--- src/rtl/ifetch.sv ---
// ---------------------------------------------------------------------------
// ifetch -- instruction fetch stage
//
// Purpose:
//   Issues word-aligned reads to instruction memory, captures the returned
//   word into an instruction register and offers it to decode with a
//   valid/ready handshake. Redirects (br_valid/br_target) replace the PC at
//   any time. A read that is outstanding when a redirect arrives is allowed
//   to complete at its original address, and its data is thrown away.
//   One instruction is in flight at a time, so with a memory that acks the
//   cycle after the request, throughput is one instruction every three
//   cycles.
//
// Parameters:
//   RESET_PC    first fetch address after reset
//   PC_STEP     sequential PC increment in bytes
//
// Ports:
//   clk         clock, all state changes on the rising edge
//   rst         asynchronous, active-high reset
//   br_valid    redirect request (single-cycle qualifier)
//   br_target   redirect address, bits [1:0] are forced to zero
//   imem_req    instruction memory read request
//   imem_addr   read address (word aligned), stable until imem_ack
//   imem_ack    memory returns imem_rdata this cycle
//   imem_rdata  returned instruction word
//   inst_valid  instruction register holds a word for decode
//   inst_ready  decode accepts the word
//   inst_out    fetched instruction
//   inst_pc     address of inst_out
//   pc_next     inst_pc + PC_STEP (link / sequential value)
// ---------------------------------------------------------------------------
module ifetch #(
    parameter logic [31:0] RESET_PC = 32'h0000_0000,
    parameter logic [31:0] PC_STEP  = 32'd4
) (
    input  logic        clk,
    input  logic        rst,
    input  logic        br_valid,
    input  logic [31:0] br_target,
    output logic        imem_req,
    output logic [31:0] imem_addr,
    input  logic        imem_ack,
    input  logic [31:0] imem_rdata,
    output logic        inst_valid,
    input  logic        inst_ready,
    output logic [31:0] inst_out,
    output logic [31:0] inst_pc,
    output logic [31:0] pc_next
);

    // IDLE : one cycle after reset before the first request
    // FETCH: request outstanding at pc_q
    // KILL : request outstanding at kill_addr_q, its data will be dropped
    // HOLD : instruction register valid, waiting for decode
    typedef enum logic [1:0] {
        S_IDLE  = 2'd0,
        S_FETCH = 2'd1,
        S_KILL  = 2'd2,
        S_HOLD  = 2'd3
    } state_e;

    state_e      state_q, state_d;
    logic [31:0] pc_q, pc_d;
    logic [31:0] kill_addr_q, kill_addr_d;
    logic [31:0] inst_out_q, inst_out_d;
    logic [31:0] inst_pc_q, inst_pc_d;
    logic [31:0] br_pc;

    // Redirect target with the byte offset cleared.
    assign br_pc = br_target & ~32'h3;

    // -----------------------------------------------------------------------
    // State register
    // -----------------------------------------------------------------------
    // NOTE: sequential state uses non-blocking assignments so every register
    // samples the pre-edge values of the others, independent of block order.
    always_ff @(posedge clk or posedge rst) begin
        if (rst) begin
            state_q <= S_IDLE;
        end else begin
            state_q <= state_d;
        end
    end

    // -----------------------------------------------------------------------
    // Next-state logic
    // -----------------------------------------------------------------------
    // NOTE: every combinational output is given a default before the case so
    // that no path leaves it unassigned, which would infer a latch.
    always_comb begin
        state_d = state_q;
        case (state_q)
            S_IDLE: begin
                state_d = S_FETCH;
            end
            S_FETCH: begin
                if (br_valid && !imem_ack) begin
                    // Memory still owes us a word for the old address.
                    state_d = S_KILL;
                end else if (br_valid && imem_ack) begin
                    // Word arrived together with the redirect: drop it and
                    // start the redirected fetch right away.
                    state_d = S_FETCH;
                end else if (imem_ack) begin
                    state_d = S_HOLD;
                end
            end
            S_KILL: begin
                if (imem_ack) begin
                    state_d = S_FETCH;
                end
            end
            S_HOLD: begin
                // A redirect discards the held word even if decode takes it.
                if (br_valid || inst_ready) begin
                    state_d = S_FETCH;
                end
            end
            default: begin
                state_d = S_IDLE;
            end
        endcase
    end

    // -----------------------------------------------------------------------
    // Output logic (decoded from the state register only)
    // -----------------------------------------------------------------------
    always_comb begin
        imem_req   = 1'b0;
        imem_addr  = pc_q;
        inst_valid = 1'b0;
        case (state_q)
            S_FETCH: begin
                imem_req = 1'b1;
            end
            S_KILL: begin
                // pc_q may already hold the redirect target; keep presenting
                // the address of the read that is still in flight.
                imem_req  = 1'b1;
                imem_addr = kill_addr_q;
            end
            S_HOLD: begin
                inst_valid = 1'b1;
            end
            default: begin
            end
        endcase
    end

    // -----------------------------------------------------------------------
    // PC and instruction register
    // -----------------------------------------------------------------------
    always_comb begin
        pc_d        = pc_q;
        kill_addr_d = kill_addr_q;
        inst_out_d  = inst_out_q;
        inst_pc_d   = inst_pc_q;
        case (state_q)
            S_FETCH: begin
                if (br_valid) begin
                    pc_d        = br_pc;
                    kill_addr_d = pc_q;
                end else if (imem_ack) begin
                    inst_out_d = imem_rdata;
                    inst_pc_d  = pc_q;
                    pc_d       = pc_q + PC_STEP;
                end
            end
            S_IDLE, S_KILL, S_HOLD: begin
                // A newer redirect always overwrites an older one.
                if (br_valid) begin
                    pc_d = br_pc;
                end
            end
            default: begin
            end
        endcase
    end

    always_ff @(posedge clk or posedge rst) begin
        if (rst) begin
            pc_q        <= RESET_PC;
            kill_addr_q <= RESET_PC;
            inst_out_q  <= 32'h0;
            inst_pc_q   <= 32'h0;
        end else begin
            pc_q        <= pc_d;
            kill_addr_q <= kill_addr_d;
            inst_out_q  <= inst_out_d;
            inst_pc_q   <= inst_pc_d;
        end
    end

    assign inst_out = inst_out_q;
    assign inst_pc  = inst_pc_q;
    // Wraps modulo 2^32 by construction of the 32-bit add.
    assign pc_next  = inst_pc_q + PC_STEP;

endmodule

--- config.mk ---
export PLATFORM = sky130hd
export DESIGN_NAME = ifetch
export DESIGN_NICKNAME = d
export VERILOG_FILES = /design/src/rtl/ifetch.sv
export SDC_FILE = /design/constraint.sdc
export NUM_CORES = 1
export LEC_CHECK = 0
export CORE_ASPECT_RATIO = 1.1
export CORE_MARGIN = 1
export CORE_UTILIZATION = 48
export CTS_BUF_LIST = sky130_fd_sc_hd__clkbuf_4 sky130_fd_sc_hd__clkbuf_8
export DETAILED_ROUTE_END_ITERATION = 10
export PLACE_DENSITY_LB_ADDON = 0.15
export SYNTH_ARGS = -nofsm -noshare
export SYNTH_HDL_FRONTEND = slang
export SYNTH_SLANG_ARGS = --single-unit
--- constraint.sdc ---
create_clock -name clk -period 5.25 [get_ports clk]
set_clock_uncertainty 0.15 [all_clocks]
set_input_delay 1.05 -clock clk [delete_from_list [all_inputs] [get_ports clk]]
set_output_delay 1.05 -clock clk [all_outputs]
set_load 0.01 [all_outputs]
==> flow_summary_export.csv <==
group,metric,value,unit
clock_tree,root_buffer,"clkbuf_8",
worst_hold_path,whs_endpoint,"kill_addr_q[30]",
detailed_routing,drt_first_iter_violations,261,
synth,synth_top_cell_area_share,0.497,
finish,seqCellArea,3100,um2
placement,routabilityCongestion,0.836,
detailed_routing,wl_per_cell,17.1,um
outcome,status,"complete, no violations",
detailed_routing,via_per_inst,5.42,
finish,final_cell_mix,"clkdlybuf4s50_1 (189), dfrtp_1 (124), mux2_2 (115)",
worst_setup_path,worstReg2RegEnd,"pc_q[28]",
clock_tree,insertion_delay,0.43,ns
synth,yosysSeqAreaShare,0.497,
detailed_routing,postRouteAntennaNets,0,
finish,diodes,0,
detailed_routing,wl,15500,um
synth,ys_ff_latch,124,
global_routing,antenna_found_initial,0,
synth,ys_top_cells_by_area,"dfrtp_1 (50%), mux2_2 (21%), xnor2_1 (4.8%)",
worst_setup_path,cpLargestDelayFamily,"buffers and inverters",
sta,setup_viol,0,
clock_tree,post-cts-setup-buffer-count,0,
sta,hold_violations,0,
sta,post-route-period-util,0.784,
sta,max_freq,243,MHz
global_routing,grt_pass1_wl,24900,um
global_routing,grt_util_all_layers,0.234,
finish,finish.utilization,0.686,
die,die_h,122,um
detailed_routing,post-route-drc-count,0,
worst_setup_path,r2r_cells,7,
synth,synthDistinctLibCells,45,
clock_tree,cts_hold_buf,0,
synth,netlist_instances,549,
finish,drive_gt1_frac,0.214,
die,ioPinCount,199,
finish,final_common_cell,"clkdlybuf4s50_1",
clock_tree,clock_sinks,124,
clock_tree,cts.clk_slew.worst_paths,0.07,ns
placement,post-dp-hpwl,11200,um
clock_tree,cts_buffer_depth,2,
finish,fin_nets,810,
sta,max_slew.worst_pin.slew,0.955,ns
global_routing,overflow,0,
synth,syn_area_per_cell,11.4,um2
finish,synthToLayoutAreaGrowth,38.8,%
synth,ys.warnings.count,0,
placement,io_buffers,190,
worst_setup_path,timing.rr.start,"state_q[1]",
clock_tree,numCtsBuffers,17,
clock_tree,htreeDepth,4,
clock_tree,tritoncts,"done",
worst_hold_path,holdCritStartpoint,"kill_addr_q[30]",
worst_setup_path,critPathCaptureType,"primary output",
worst_setup_path,worst-path-buf-inv,3,
detailed_routing,drt_first_pass_iters,7,
synth,syn_area,6250,um2
die,core_area,12600,um2
finish,fillerInstances,986,
power,leakage,0.00352,uW
sta,rsz0062_at_grt,"false",
worst_setup_path,cp.required,4.05,ns
synth,ys_async_sr_fraction,1.00,
placement,postPlaceCellArea,8250,um2
sta,fin_crit,4.12,ns
global_routing,grt_max_degree,81,
finish,multiInputGateArea,2980,um2
sta,finalSetupTns,0,ns
die,rows,43,
synth,synth_area_leader_cell,"dfrtp_1",
sta,maxSlewViolCount,0,
power,finalPower,4690,uW
worst_setup_path,slowest_delay,0.68,ns
worst_setup_path,ff2ff_setup_slack,2.77,ns
worst_setup_path,arrival,2.92,ns
flow_run,max-cap-violations,0,
power,power_density,542,nW/um2
die,die_w,111,um
worst_hold_path,min_path_cells,2,
die,die_area,13500,um2
die,initial_core_util,0.494,
sta,slew_headroom,0.363,
worst_setup_path,slowest_stage,"ha_1",
worst_setup_path,startpoint_type,"register",
detailed_routing,num_vias,4894,
finish,fin_area,8670,um2
synth,synth_edf_count,0,
worst_setup_path,cp_max_fo,20,
worst_setup_path,critPathKind,"register to primary output",
worst_hold_path,hp-class,"register to register",
power,irDropWorstVdd,0.349,mV
global_routing,grt_pass1_vias,4830,
clock_tree,ctsResizeCount,0,
worst_setup_path,path_cells,"inv_1 -> ha_1 -> buf_4 -> mux2_2 -> clkdlybuf4s50_1",
synth,synthFlopType,"dfrtp_1",
how the worst max path moves through the flow:
stage / start / end / slack [ns] / cells after the start
2_1_floorplan: rst / inst_out[0] / 0.75 / 1
3_3_place_gp: br_valid / inst_out[0] / 1.49 / 4
3_5_place_dp: br_valid / inst_pc[19] / 1.47 / 4
4_1_cts: state_q[0] / imem_addr[24] / 1.10 / 5
5_1_grt: inst_pc[9] / pc_next[27] / 0.97 / 6
6_report: state_q[0] / imem_addr[24] / 1.13 / 5
per-stage QoR:
step / setup slack, ns / cells / hold WS (ns)
2_1_floorplan: 0.751 / 554 / 0.300
3_3_place_gp: 1.49 / 873 / 0.313
3_5_place_dp: 1.47 / 873 / 0.321
4_1_cts: 1.10 / 903 / 0.337
5_1_grt: 0.969 / 903 / 0.367
6_report: 1.13 / 903 / 0.336
final cells by class:
class | instances | share of cell area
Timing Repair Buffer | 194 | 0.222
Tap cell | 157 | 0.0227
Multi-Input combinational cell | 387 | 0.344
Inverter | 11 | 0.00505
Clock buffer | 23 | 0.0351
Clock inverter | 7 | 0.0130
Sequential cell | 124 | 0.358
power by group:
group          switching (uW)  internal, uW
sequential                355          1350
combinational             810          1300
clock                     358           524
total                    1520          3170
cell usage after synthesis, drive strengths merged (2+ instances only):
| cell type | n |
|---|---|
| nand2b | 3 |
| a311oi | 3 |
| buf | 13 |
| nand2 | 56 |
| nor2 | 20 |
| clkbuf | 19 |
| and3 | 6 |
| and2 | 5 |
| and4 | 7 |
| ha | 6 |
| mux2 | 115 |
| nor3 | 11 |
| o32ai | 2 |
| nor4 | 8 |
| xnor2 | 34 |
| xor2 | 14 |
| o22ai | 4 |
| a21oi | 3 |
| o21ai | 34 |
| inv | 11 |
| dfrtp | 124 |
| nand4 | 18 |
| nand3 | 17 |
state kept, by name, indices dropped and copies added, names as in the netlist:
| signal | flops |
|---|---|
| pc_q | 30 |
| inst_out | 32 |
| state_q | 2 |
| kill_addr_q | 30 |
| inst_pc | 30 |
tightest hold or removal path: stages (launching register included):
cell     delay [ns]
dfrtp_1        0.34
nand2_1        0.05
o21ai_0        0.06
metal layers:
layer  part of all wire  global-route usage  vias to the layer above  wire [um]
met4              0.015              0.0775                        0        230
li1                   -                   -                     2303          -
met3              0.049              0.0473                       23        763
met5                  0                   0                        -          0
met1               0.43               0.297                     2396       6570
met2               0.51               0.403                      172       7890
cells by family after synthesis:
kind of cell / Yosys count / share of synthesized area
buffers and inverters: 43 / 0.0308
AOI/OAI and AO/OA: 54 / 0.0513
muxes: 116 / 0.209
adders and majority gates: 6 / 0.0120
DFF: 124 / 0.497
xor gates and xnor gates: 48 / 0.0673
and+or+nand+nor: 157 / 0.132
other: 1 / 0.000600
Note: power is estimated with default switching activity, not from simulation.
